--- src/rtl/booth_multi_seq.sv ---
// Iterative radix-4 Booth multiplier: one partial product retired per clock,
// start/done handshake, per-operation signed/unsigned mode.
module booth_multi_seq #(
   parameter int unsigned WIDTH = 32
) (
   input  logic               clk,
   input  logic               rst,
   input  logic               start,
   input  logic               signed_mode,
   input  logic [WIDTH-1:0]   a,
   input  logic [WIDTH-1:0]   b,
   output logic               busy,
   output logic               done,
   output logic [2*WIDTH-1:0] result
);

   localparam int unsigned N_ITER = WIDTH / 2 + 1;
   localparam int unsigned QW     = WIDTH + 2;
   localparam int unsigned AW     = WIDTH + 3;
   localparam int unsigned SW     = AW + QW + 1;
   localparam int unsigned CW     = $clog2(N_ITER + 1);
   localparam int unsigned PW     = 2 * WIDTH;

   // S_CAPT registers the product so done/result appear one cycle after the last iteration
   typedef enum logic [1:0] {
      S_IDLE = 2'd0,
      S_RUN  = 2'd1,
      S_CAPT = 2'd2,
      S_DONE = 2'd3
   } state_e;

   state_e          state_q, state_d;
   logic [AW-1:0]   acc_q, acc_d;
   logic [QW-1:0]   q_q, q_d;
   logic            qm1_q, qm1_d;
   logic [QW-1:0]   m_q, m_d;
   logic [CW-1:0]   cnt_q, cnt_d;
   logic            busy_q, busy_d;
   logic            done_q, done_d;
   logic [PW-1:0]   result_q, result_d;

   logic [QW-1:0]   a_ext_c;
   logic [QW-1:0]   b_ext_c;
   logic [AW-1:0]   m_sx_c;
   logic [AW-1:0]   m_x2_c;
   logic [AW-1:0]   pp_c;
   logic [AW-1:0]   sum_c;
   logic [SW-1:0]   shift_c;
   logic [PW-1:0]   prod_c;

   // Operand extension; two extra bits let unsigned operands recode in N_ITER steps
   always_comb begin
      a_ext_c = signed_mode ? {{2{a[WIDTH-1]}}, a} : {2'b00, a};
      b_ext_c = signed_mode ? {{2{b[WIDTH-1]}}, b} : {2'b00, b};
   end

   // Booth recode of {q[1], q[0], q_m1}, accumulate, then arithmetic shift by two
   always_comb begin
      m_sx_c = {m_q[QW-1], m_q};
      m_x2_c = {m_q, 1'b0};
      pp_c   = '0;
      case ({q_q[1:0], qm1_q})
         3'b001, 3'b010: pp_c = m_sx_c;
         3'b011:         pp_c = m_x2_c;
         3'b100:         pp_c = AW'(0) - m_x2_c;
         3'b101, 3'b110: pp_c = AW'(0) - m_sx_c;
         default:        pp_c = '0;
      endcase
      sum_c   = acc_q + pp_c;
      shift_c = SW'($signed({sum_c, q_q, qm1_q}) >>> 2);
      prod_c  = {acc_q[WIDTH-3:0], q_q};
   end

   // Next-state and datapath control
   always_comb begin
      state_d  = state_q;
      acc_d    = acc_q;
      q_d      = q_q;
      qm1_d    = qm1_q;
      m_d      = m_q;
      cnt_d    = cnt_q;
      busy_d   = busy_q;
      done_d   = 1'b0;
      result_d = result_q;
      case (state_q)
         S_IDLE: begin
            if (start) begin
               m_d     = a_ext_c;
               q_d     = b_ext_c;
               qm1_d   = 1'b0;
               acc_d   = '0;
               cnt_d   = CW'(N_ITER - 1);
               busy_d  = 1'b1;
               state_d = S_RUN;
            end
         end
         S_RUN: begin
            acc_d = shift_c[SW-1 -: AW];
            q_d   = shift_c[QW:1];
            qm1_d = shift_c[0];
            cnt_d = cnt_q - CW'(1);
            if (cnt_q == '0) begin
               state_d = S_CAPT;
            end
         end
         S_CAPT: begin
            result_d = prod_c;
            done_d   = 1'b1;
            state_d  = S_DONE;
         end
         S_DONE: begin
            busy_d  = 1'b0;
            state_d = S_IDLE;
         end
      endcase
   end

   // State and output registers with synchronous reset
   always_ff @(posedge clk) begin
      if (rst) begin
         state_q  <= S_IDLE;
         acc_q    <= '0;
         q_q      <= '0;
         qm1_q    <= 1'b0;
         m_q      <= '0;
         cnt_q    <= '0;
         busy_q   <= 1'b0;
         done_q   <= 1'b0;
         result_q <= '0;
      end else begin
         state_q  <= state_d;
         acc_q    <= acc_d;
         q_q      <= q_d;
         qm1_q    <= qm1_d;
         m_q      <= m_d;
         cnt_q    <= cnt_d;
         busy_q   <= busy_d;
         done_q   <= done_d;
         result_q <= result_d;
      end
   end

   assign busy   = busy_q;
   assign done   = done_q;
   assign result = result_q;

endmodule

--- config.mk ---
export PLATFORM = sky130hd
export DESIGN_NAME = booth_multi_seq
export DESIGN_NICKNAME = d
export VERILOG_FILES = /design/src/rtl/booth_multi_seq.sv
export SDC_FILE = /design/constraint.sdc
export NUM_CORES = 1
export LEC_CHECK = 0
export CAP_MARGIN = 20
export CORE_MARGIN = 2
export CORE_UTILIZATION = 55
export CTS_CLUSTER_DIAMETER = 50
export DETAILED_ROUTE_END_ITERATION = 10
export DONT_BUFFER_PORTS = 1
export GPL_ROUTABILITY_DRIVEN = 0
export GPL_TIMING_DRIVEN = 0
export PLACE_DENSITY = 0.71
export SETUP_SLACK_MARGIN = 0.1
export SLEW_MARGIN = 10
export SYNTH_ARGS = -nofsm -noshare
export SYNTH_HDL_FRONTEND = slang
export SYNTH_SLANG_ARGS = --single-unit
--- constraint.sdc ---
create_clock -name clk -period 7.4 [get_ports clk]
set_input_delay 1.48 -clock clk [delete_from_list [all_inputs] [get_ports clk]]
set_output_delay 1.48 -clock clk [all_outputs]
set_load 0.01 [all_outputs]
### After elaboration in Yosys (flattened, before gate mapping)

Cells that the tools add are included.

| storage, ports and cells | value |
|---|---|
| input port bits | 68 |
| register bits after elaboration | 177 |
| output and inout bits | 66 |

| operators by class | value |
|---|---|
| reduce and logical (&&, ||, !) cells | 10 |
| muxes and demuxes | 17 |
| eq/ne operators | 11 |
| $add $sub $neg | 4 |

Operators with widths:

| cell | number |
|---|---|
| 35-bit case mux with 4 select lines | 1 |
| 34-bit two-way mux | 3 |
| 35-bit case mux with 2 select lines | 1 |
| 34-bit case mux with 2 select lines | 1 |
| 35-bit adder | 1 |
| 35-bit two-way mux | 1 |
| 1-bit by 34-bit subtractor with 35-bit output, first input constant | 1 |
| 1-bit by 35-bit subtractor with 35-bit output, first input constant | 1 |
| 5-bit case mux with 2 select lines | 1 |
| 3-bit equality test, second input constant | 3 |
| 2-bit case mux with 4 select lines | 1 |
| 2-bit AND reduction | 4 |
| 3-bit by 2-bit equality test with 1-bit output, second input constant | 2 |
| 5-bit logical NOT | 1 |
| 5-bit two-way mux | 1 |
| 5-bit by 1-bit subtractor with 5-bit output, second input constant | 1 |
| 2-bit equality test, second input constant | 2 |
| 2-bit two-way mux | 2 |
| 2-bit inequality test, second input constant | 2 |
| 1-bit case mux with 2 select lines | 2 |
| 2-bit nonzero test | 2 |
| 2-bit OR reduction | 2 |
| 3-bit by 1-bit equality test with 1-bit output, second input constant | 1 |
| 1-bit two-way mux | 3 |
| 2 further kinds | 2 |

### Depth between registers and ports, before layout

Gate-level depths: netlist of the first run.

| depth | value |
|---|---|
| word-level depth | 5 |
| depth in mapped cells | 20 |
| depth with buffers taken out | 20 |

### Least setup slack after synthesis of the first run

OpenSTA, ideal clock, no wires.

| timing | value |
|---|---|
| path kind | reg-to-reg |
| start point | register m_q[14] |
| end point | register acc_q[31] |
| setup slack | 2.723 ns |
| data required time | 7.278 ns |
| stages on the path, launching flop included | 18 |
| data arrival time | 4.555 ns |
| period minus slack after synthesis | 4.677 ns |
| library setup time | 0.122 ns |
| cells stage by stage | dfxtp_1 buf_6 or4_4 nor3_4 nand4_1 or3_1 or3_1 nand2_1 xor2_1 o21ai_0 ha_1 a21o_1 a21oi_1 or3b_1 o31ai_1 o21ai_1 a221o_1 a221o_1 |

| between the ends | value |
|---|---|
| cells in the longest elaborated chain, start to end | 4 |
| elaborated cells between the ends (all ways) | 5 |
| those cells by class | add/sub: 3; mux: 2 |

RTL lines:

| what | line | RTL |
|---|---|---|
| from (decl) | 36 | `logic [QW-1:0] m_q, m_d;` |
| from (signal assigned) | 135 | `m_q <= m_d;` |
| 1-bit by 35-bit subtractor with 35-bit output or 1-bit by 34-bit subtractor with 35-bit output (tied branches) | 65, 66 |  |
| 35-bit case mux with 4 select lines * | 62 | `case ({q_q[1:0], qm1_q})` |
| 35-bit adder * | 69 | `sum_c = acc_q + pp_c;` |
| 35-bit case mux with 2 select lines * | 85 | `case (state_q)` |
| to (signal assigned) | 122 | `acc_q <= '0;` |
| to (signal assigned) | 132 | `acc_q <= acc_d;` |
| to (decl) | 33 | `logic [AW-1:0] acc_q, acc_d;` |

Every way passes the cells marked *; elsewhere a longest branch is shown, timed or not.
A chain may end at the register's enable or synchronous reset.

### Worst setup path in the final report of the first run

| timing | value |
|---|---|
| start point | register m_q[1] |
| end point | register acc_q[31] |

The elaborated chain is that of the path after synthesis.

==> reports/results.ini, run 1 <==
[clock_tree]
ctsResizeCount = 0
cts-htree-levels = 4
clkLatencyLatePin_ns = 0.44
cts.sinks = 174
cts_tree = built
clk_pin_slew_ns = 0.07
cts-root-buf = clkbuf_16
clockBufferDepth = 2
numCtsBuffers = 17
holdBufCountCts = 0
post_cts_buffers = 0

[final_layout]
insertedDiodeCount = 0
layout-drive-gt1-share = 0.0469
postLayoutCellArea_um2 = 10900
syn2layout_area_growth_pct = 8.41
fin_nets = 1376

[route]
wl_per_cell_um = 17.9
drc = 0
viasPerCell = 6.01
wirelength_mm = 27.0
ant_nets = 0
drt_iter0_markers = 797
vias = 9054
dr.pass1.iters = 6

[pwr]
clkPwrFrac = 0.194
p_leak_nw = 4.12
total_power_w = 0.00453
vdd_drop_max_mv = 0.221
swShare = 0.458
internal_power_w = 0.00245
combPwrFrac = 0.506
p_per_area_nw_per_um2 = 416
seqPwrFrac = 0.299
switchingPower_w = 0.00207

[timing]
relSlewSlack = 0.436
fmax_ghz = 0.176
tightest_slew_ns = 0.840
rsz0062_at_grt = false
min_period_over_period = 0.768
setup_viol_count_final = 0
finClkSkew_ns = 0.0135
drv_slew = 0
finalHoldViolCount = 0
finalCriticalPeriod_ns = 5.68
fin_setup_tns_ns = 0

[critical_path]
rr_worst_depth = 20
r2r-end = acc_q[31]$_SDFFE_PP0P_
crit_required_ns = 7.71
timing.rr.start = m_q[1]$_SDFFE_PP0P_
slowest_stage = nor3b_1
worstSetupStartpointType = flop
path_max_fanout = 6
worst_setup_path_end_kind = flop
critPathMaxStageDelay_ns = 0.49
path_class = flop to flop
arrival_ns = 5.99
ff2ff_setup_slack_ns = 1.72
path_cells = inv_1 -> ha_1 -> nor3b_1 -> nand3_1 -> or2_2 -> or3_1 -> nand2_1 -> xnor2_1 -> a22oi_1 -> o21ai_0 -> ha_1 -> a21oi_1 -> o31ai_1 -> o221ai_1 -> a21oi_1 -> or3b_1 -> o31ai_1 -> o21ai_1 -> a221o_1 -> a221o_1

[synth]
ys_seq_area_frac = 0.347
netlist_instances = 1247
ys_ff_latch = 174
synth-main-ff-cell = dfxtp_1
synth_edf_count = 0
synth_area_um2 = 10000
synth_area_leaders = dfxtp_1 35%, mux2i_1 10%, nor2_1 6.6%
synth_nets = 1357
ys.warnings.count = 0
avgSynthCellArea_um2 = 8.04
yosysUniqueCellTypes = 66
yosys.area.top_type = dfxtp_1
synth_top_area_share = 0.347
async_flop_share = 0

[grt]
grt-ovfl-total = 0
grt_pass1_vias = 8285
grtUsageTotal = 0.279
antenna_found_initial = 0
grt_pass1_wl_mm = 43.9
grt_start_max_net_pins = 17

[die]
pin_count = 134
start_util = 0.560
die_x_um = 139
die_area_um2 = 19300
rows = 49
core_area_um2 = 17900
die_h_um = 139

[run_status]
outcome = completed

[worst_hold_path]
hold_end = cnt_q[4]$_SDFFE_PP0P_
hold_class = flop to flop
min_from = cnt_q[4]$_SDFFE_PP0P_
min_delay_path_depth = 1

[place]
hpwlAfterDp_mm = 20.2
io_buffers = 0
place_area_um2 = 10300

[run]
cap_violations = 0

[worst max-delay path by stage]
stage / from / end / cells past startpoint
after detailed placement: m_q[1]$_SDFFE_PP0P_ / acc_q[31]$_SDFFE_PP0P_ / 20
after global placement: m_q[0]$_SDFFE_PP0P_ / acc_q[31]$_SDFFE_PP0P_ / 20
after CTS: m_q[1]$_SDFFE_PP0P_ / acc_q[31]$_SDFFE_PP0P_ / 20
after floorplan: m_q[14]$_SDFFE_PP0P_ / acc_q[31]$_SDFFE_PP0P_ / 17
final: m_q[1]$_SDFFE_PP0P_ / acc_q[31]$_SDFFE_PP0P_ / 20
after global routing: m_q[0]$_SDFFE_PP0P_ / acc_q[31]$_SDFFE_PP0P_ / 20
[power groups by stage]
stage | Clock, W | Sequential [W] | Combinational (W)
after detailed placement | 0 | 0.00137 | 0.00225
after floorplan | 0 | 0.00130 | 0.00175
after global routing | 0.000926 | 0.00138 | 0.00253
after CTS | 0.000884 | 0.00135 | 0.00225
final | 0.000880 | 0.00135 | 0.00229
after global placement | 0 | 0.00137 | 0.00220
[final cells by class]
class,instances,area [um^2]
fill,1636,7030
multi-input combinational,971,6150
sequential,174,3480
clock buffer,19,433
buffer,84,325
tap,229,287
clock inverter,12,124
inverter,18,67.6
[cells in the mapped netlist, types with 3 or more instances]
library cell    n
or4_4           5
nand2b_1        7
nor3b_1         3
ha_1           41
buf_1          14
nor2b_1         5
a211oi_1       38
clkbuf_1       67
o21bai_1        5
or2_2           5
or4_1           4
inv_1          18
a32oi_1         3
and2_1          5
o221ai_1        3
and3_1          4
nand2_1       146
nor2_1        177
o21ai_0        91
a31oi_1         4
a22oi_1        47
nor3_1         22
xor2_1         27
a21oi_1        83
or3_1          18
xnor2_1        33
o21a_1          5
mux2i_1       102
dfxtp_1       174
a221o_1         5
nand3_1        14
o31ai_1         7
nand4_1         6
a21o_1         16
[cells by family (layout without fill, tap and decap cells)]
family | count (synthesis) | in the layout | share of synthesized area
simple gates | 440 | 440 | 0.201
compound gates | 325 | 325 | 0.203
flops | 174 | 174 | 0.347
mux | 104 | 104 | 0.104
buf+inv | 102 | 133 | 0.0392
xor+xnor | 60 | 60 | 0.0524
fa+ha+maj | 42 | 42 | 0.0532
[per-layer routing]
metal / up-vias / track usage / routed length (um)
li1: 4465 / - / -
met1: 4170 / 0.407 / 12700
met2: 375 / 0.418 / 11400
met3: 44 / 0.0604 / 2380
met4: 0 / 0.0760 / 565
met5: - / 0 / 0
[sequential cells by signal (all words and copies together) (netlist names)]
name     flops
result      64
done         1
qm1_q        1
busy         1
cnt_q        5
m_q         33
state_q      2
q_q         34
acc_q       33
[layout by cell type, fill, tap and decap left out, types with 5 or more instances in the layout]
cell | netlist | final
nor2_1 | 177 | 177
dfxtp_1 | 174 | 174
nand2_1 | 146 | 146
mux2i_1 | 102 | 102
o21ai_0 | 91 | 91
a21oi_1 | 83 | 83
clkbuf_1 | 67 | 69
a22oi_1 | 47 | 47
ha_1 | 41 | 41
a211oi_1 | 38 | 38
xnor2_1 | 33 | 33
xor2_1 | 27 | 27
nor3_1 | 22 | 22
or3_1 | 18 | 18
inv_1 | 18 | 18
clkbuf_16 | 0 | 17
a21o_1 | 16 | 16
nand3_1 | 14 | 14
buf_1 | 14 | 14
nand2b_1 | 7 | 7
o31ai_1 | 7 | 7
nand4_1 | 6 | 6
or4_4 | 5 | 5
nor2b_1 | 5 | 5
or2_2 | 5 | 5
a221o_1 | 5 | 5
o21a_1 | 5 | 5
and2_1 | 5 | 5
o21bai_1 | 5 | 5
inv_6 | 0 | 5
[worst max-delay path: cells and delay by family, from the launching register on]
| kind | cells | cell delay [ns] |
|---|---|---|
| buffers and inverters | 1 | 0.10 |
| AO/OA/AOI/OAI | 10 | 2.40 |
| XOR/XNOR | 1 | 0.15 |
| AND/OR/NAND/NOR | 6 | 1.91 |
| flip-flops | 1 | 0.37 |
| adder cells (fa/ha/maj) | 2 | 0.64 |
[metrics by stage]
| step | util | cells | hold slack, ns | worst slack [ns] |
|---|---|---|---|---|
| floorplan | - | 1247 | 0.439 | 2.72 |
| global placement | 0.576 | 1476 | 0.459 | 1.92 |
| detailed placement | 0.576 | 1476 | 0.468 | 1.85 |
| CTS | 0.607 | 1507 | 0.480 | 1.84 |
| global route | 0.607 | 1507 | 0.515 | 1.50 |
| finish | 0.607 | 1507 | 0.481 | 1.72 |
Power figures use the tool's default switching activity.
==> inputs of run 2 (changes only) <==
==> constraint.sdc (replaced) <==
create_clock -name clk -period 5.4 [get_ports clk]
set_input_delay 1.08 -clock clk [delete_from_list [all_inputs] [get_ports clk]]
set_output_delay 1.08 -clock clk [all_outputs]
set_load 0.01 [all_outputs]
==> run 2 against run 1 <==
  * Sequential power increased by 38%
  * Final cell count increased by 0.20%
  * Register-to-register slack got worse by 1.4 ns
  * Cell area increased by 1.0%
  * First-iteration DRC count increased by 2.0%
  * Hold slack about the same
  * Non-clock buffer count increased by 3
  * Die area unchanged
  * Critical path depth decreased by 1
  * Total power increased by 38%
  * Global-route usage about the same
  * Clock skew decreased by 0.0012 ns
  * Critical path type unchanged
  * Largest power group unchanged
  * Highest routed layer unchanged
==> reports/results.ini, run 2 (synthesis results as in run 1) <==
[timing]
min_period_over_period = 0.943
relSlewSlack = 0.469
fmax_ghz = 0.196
finClkSkew_ns = 0.0122
tightest_slew_ns = 0.791
rsz0062_at_grt = false
setup_slack_ns = 0.307
finalCriticalPeriod_ns = 5.09
setup_viol_count_final = 0
fin_setup_tns_ns = 0
finalHoldViolCount = 0
drv_slew = 0

[place]
hpwlAfterDp_mm = 20.2
placed_cells = 1476
dp_slack_ns = -0.150
io_buffers = 0

[route]
ant_nets = 0
wl_per_cell_um = 18.0
drc = 0
wirelength_mm = 27.2
dr.pass1.iters = 7
viasPerCell = 5.99
vias = 9052
drt_iter0_markers = 813

[final_layout]
final_common_cell = nor2_1
final_cell_mix = 177 x nor2_1, 173 x dfxtp_1, 146 x nand2_1
finalCoreUtilization = 0.613
layout-drive-gt1-share = 0.0585
syn2layout_area_growth_pct = 9.51
insertedDiodeCount = 0
fin_nets = 1379
largest_register_ffs = 64
finalNonFillerCells = 1510

[critical_path]
crit_required_ns = 5.72
critPathTopFamily = simple AND/OR/NAND/NOR gates
path_class = flop to flop
critPathMaxStageDelay_ns = 0.58
path_max_fanout = 6
worst_setup_path_end_kind = flop
critPathMostFrequentCell = a221o_1
slowest_stage = or4_4
path_cells = or4_4 -> nor2_4 -> nand2_1 -> or3_1 -> or3_1 -> nand2_1 -> xor2_1 -> nor2_1 -> a221o_1 -> ha_1 -> a21oi_1 -> o31ai_1 -> o221ai_1 -> a21oi_1 -> or3b_1 -> o31ai_4 -> o21ai_4 -> a221o_1 -> a221o_1
arrival_ns = 5.41
cp_num_buf_inv = 0
worstSetupStartpointType = flop

[pwr]
switchingPower_w = 0.00286
seqPwrFrac = 0.298
vdd_drop_max_mv = 0.307
combPwrFrac = 0.509
p_leak_nw = 4.16
p_per_area_nw_per_um2 = 570
swShare = 0.457
clkPwrFrac = 0.193
total_power_w = 0.00625
internal_power_w = 0.00340

[die]
core_area_um2 = 17900
pin_count = 134
die_x_um = 139
rows = 49
start_util = 0.560
die_h_um = 139
die_area_um2 = 19300

[clock_tree]
cts-htree-levels = 4
cts-root-buf = clkbuf_16
clkLatencyLatePin_ns = 0.44
cts.sinks = 174
clk_pin_slew_ns = 0.06
holdBufCountCts = 0
numCtsBuffers = 17
cts_tree = built
clockBufferDepth = 2

[grt]
grt_start_max_net_pins = 17
grt-ovfl-total = 0
grtUsageTotal = 0.280
grt_pass1_wl_mm = 44.0
grt_pass1_vias = 8307
antenna_found_initial = 0

[worst_hold_path]
hold_class = flop to flop

[run]
cap_violations = 0

[run_status]
outcome = completed

==> run 2: cell count changes in the layout (fill, tap and decap cells not counted), sizes merged <==
cell | previous run | this run
buf | 17 | 21
clkbuf | 86 | 85
==> run 2: path summary, 6_finish.rpt <==
path | start | end | slack [ns] | depth (start not counted)
min reg2reg | cnt_q[4]$_SDFFE_PP0P_ | cnt_q[4]$_SDFFE_PP0P_ | 0.48 | 1
max reg2reg | m_q[0]$_SDFFE_PP0P_ | acc_q[31]$_SDFFE_PP0P_ | 0.31 | 19
max | m_q[0]$_SDFFE_PP0P_ | acc_q[31]$_SDFFE_PP0P_ | 0.31 | 19
min | cnt_q[4]$_SDFFE_PP0P_ | cnt_q[4]$_SDFFE_PP0P_ | 0.48 | 1
==> run 2: worst reg2reg max path, delay by kind of cell, from the launching register on <==
family / cells / cell delay (ns)
AO/OA/AOI/OAI: 9 / 1.97
XOR/XNOR: 1 / 0.15
adder cells (fa/ha/maj): 1 / 0.23
flip-flops: 1 / 0.35
AND/OR/NAND/NOR: 8 / 2.27
==> run 2: through the flow <==
step	hold slack [ns]	area (um^2)
final	0.481	11000
after global routing	0.515	11000
after CTS	0.480	10900
after detailed placement	0.468	10300
after global placement	0.459	10300
after floorplan	0.439	10000
==> run 2: power groups by stage <==
| stage | sequential [W] | clock, W | combinational, W |
|---|---|---|---|
| final | 0.00186 | 0.00120 | 0.00319 |
| after floorplan | 0.00179 | 0 | 0.00239 |
| after global placement | 0.00187 | 0 | 0.00301 |
| after detailed placement | 0.00188 | 0 | 0.00308 |
| after CTS | 0.00185 | 0.00121 | 0.00309 |
| after global routing | 0.00190 | 0.00127 | 0.00352 |
==> run 2: layer usage <==
metal	GRT usage	share of wire	vias to the layer above	wire [um]
li1	-	-	4460	-
met1	0.409	0.47	4208	12900
met2	0.418	0.42	344	11500
met3	0.0573	0.082	40	2230
met4	0.0771	0.020	0	540
met5	0	0	-	0
==> run 2: timing repair <==
item | in CTS | in global routing
endpoints found under the setup margin | 2 | 7
buffers inserted | 0 | 4
resized for setup | 5 | 12
pin swaps | 0 | 3
==> run 2: layout make-up <==
| cell class | count | area, um^2 |
|---|---|---|
| plain buffers | 83 | 322 |
| clock buffers | 19 | 433 |
| clock inverters | 12 | 124 |
| fillers | 1613 | 6920 |
| inverters | 18 | 67.6 |
| multi-input cells | 971 | 6230 |
| flip-flops and latches | 174 | 3480 |
| well taps | 229 | 287 |
| repair buffers | 4 | 30.0 |
==> inputs of run 3 (changes only) <==
--- a/config.mk
+++ b/config.mk
@@ -14,6 +14,7 @@
 export GPL_ROUTABILITY_DRIVEN = 0
 export GPL_TIMING_DRIVEN = 0
 export PLACE_DENSITY = 0.71
+export RECOVER_POWER = 50
 export SETUP_SLACK_MARGIN = 0.1
 export SLEW_MARGIN = 10
 export SYNTH_ARGS = -nofsm -noshare
==> run 3 against run 2 <==
  * Maximum frequency about the same
  * Setup slack better by 0.0033 ns
  * Count of clock-buffer cells in the layout unchanged
  * Sequential cell count unchanged
  * Final cell count unchanged
  * Critical path depth unchanged
  * First-iteration DRC count unchanged
  * Non-clock buffer count unchanged
  * Cell area unchanged
  * Critical path type unchanged
  * Highest routed layer unchanged
==> reports/results.ini, run 3 (synthesis results as in run 1) <==
[run_status]
outcome = completed

[final_layout]
largest_register_ffs = 64
final_cell_mix = 177 x nor2_1, 173 x dfxtp_1, 146 x nand2_1
finalCoreUtilization = 0.613
fin_nets = 1379
insertedDiodeCount = 0
syn2layout_area_growth_pct = 9.51
layout-drive-gt1-share = 0.0585
fill_cells = 1613
final_common_cell = nor2_1

[clock_tree]
clk_pin_slew_ns = 0.06
cts-htree-levels = 4
clkLatencyLatePin_ns = 0.43
cts_tree = built
numCtsBuffers = 17
cts-root-buf = clkbuf_16
clockBufferDepth = 2
cts.sinks = 174

[worst_hold_path]
hold_class = flop to flop
min_delay_path_depth = 1

[critical_path]
arrival_ns = 5.40
critPathTopFamily = simple AND/OR/NAND/NOR gates
critPathMaxStageDelay_ns = 0.58
path_max_fanout = 6
path_class = flop to flop
crit_required_ns = 5.71
slowest_stage = or4_4
worst_setup_path_end_kind = flop
worstSetupStartpointType = flop
cp_num_buf_inv = 0
path_cells = or4_4 -> nor2_4 -> nand2_1 -> or3_1 -> or3_1 -> nand2_1 -> xor2_1 -> nor2_1 -> a221o_1 -> ha_1 -> a21oi_1 -> o31ai_1 -> o221ai_1 -> a21oi_1 -> or3b_1 -> o31ai_4 -> o21ai_4 -> a221o_1 -> a221o_1
critPathMostFrequentCell = a221o_1
rr_worst_depth = 19
path_depth = 19

[timing]
fmax_ghz = 0.196
setup_viol_count_final = 0
relSlewSlack = 0.462
rsz0062_at_grt = false
setup_slack_ns = 0.311
finalHoldViolCount = 0
finClkSkew_ns = 0.0121
tightest_slew_ns = 0.801
min_period_over_period = 0.942
drv_slew = 0
finalCriticalPeriod_ns = 5.09

[die]
die_x_um = 139
die_h_um = 139
pin_count = 134
rows = 49
core_area_um2 = 17900
die_area_um2 = 19300
start_util = 0.560

[pwr]
p_per_area_nw_per_um2 = 569
vdd_drop_max_mv = 0.299
p_leak_nw = 4.16

[route]
wirelength_mm = 27.2
dr.pass1.iters = 5
vias = 9076
wl_per_cell_um = 18.0
drc = 0
ant_nets = 0
drt_iter0_markers = 813
viasPerCell = 6.01

[run]
cap_violations = 0

[grt]
antenna_found_initial = 0
grt_start_max_net_pins = 17
grt_pass1_wl_mm = 44.0
grtUsageTotal = 0.280
grt-ovfl-total = 0
grt_pass1_vias = 8307

[place]
hpwlAfterDp_mm = 20.2
dp_slack_ns = -0.150
io_buffers = 0

run 3: cell count changes in the layout (fill, tap and decap cells not counted), sizes merged:
cell    change
buf         -4
clkbuf      +4
run 3: repair_timing:
action,in CTS,in global routing
pin swaps,0,3
gates cloned,0,0
hold buffers,0,0
endpoints found under the setup margin,2,7
buffers inserted,0,4
resized for setup,5,12
run 3: final timing paths:
path,to,slack [ns],startpoint
setup reg to reg,acc_q[31]$_SDFFE_PP0P_,0.31,m_q[0]$_SDFFE_PP0P_
hold / removal,cnt_q[4]$_SDFFE_PP0P_,0.48,cnt_q[4]$_SDFFE_PP0P_
setup / recovery,acc_q[31]$_SDFFE_PP0P_,0.31,m_q[0]$_SDFFE_PP0P_
hold reg to reg,cnt_q[4]$_SDFFE_PP0P_,0.48,cnt_q[4]$_SDFFE_PP0P_
run 3: routing by layer:
metal,GRT usage,vias up,share of wire
li1,-,4465,-
met2,0.418,346,0.43
met4,0.0771,0,0.019
met5,0,-,0
met3,0.0573,41,0.080
met1,0.409,4224,0.48
run 3: report_power, final:
part	internal (W)	switching (W)	total, W
registers	0.00157	0.000297	0.00186
clock network	0.000646	0.000552	0.00120
logic	0.00118	0.00200	0.00318
run 3: stage by stage:
stage               hold WS, ns  std cells  area [um^2]  setup TNS, ns  total power, W
floorplan                 0.439       1247        10000              0         0.00418
global placement          0.459       1476        10300        -0.0818         0.00489
detailed placement        0.468       1476        10300         -0.150         0.00495
CTS                       0.480       1507        10900              0         0.00616
global route              0.515       1510        11000              0         0.00669
finish                    0.482       1510        11000              0         0.00625
run 3: area by class of cell:
cell class | instances | area (um^2) | area share
plain buffers | 83 | 322 | 0.0293
clock inverters | 12 | 124 | 0.0113
well taps | 229 | 287 | 0.0261
repair buffers | 4 | 30.0 | 0.00274
inverters | 18 | 67.6 | 0.00615
flip-flops and latches | 174 | 3480 | 0.317
multi-input cells | 971 | 6230 | 0.568
clock buffers | 19 | 433 | 0.0394
run 3: worst register-to-register path, delay by kind of cell, from the launching register on:
kind                       cells  cell delay (ns)
and+or+nand+nor                8             2.27
AOI/OAI and AO/OA              9             1.97
DFF                            1             0.36
adders and majority gates      1             0.23
xor gates and xnor gates       1             0.15
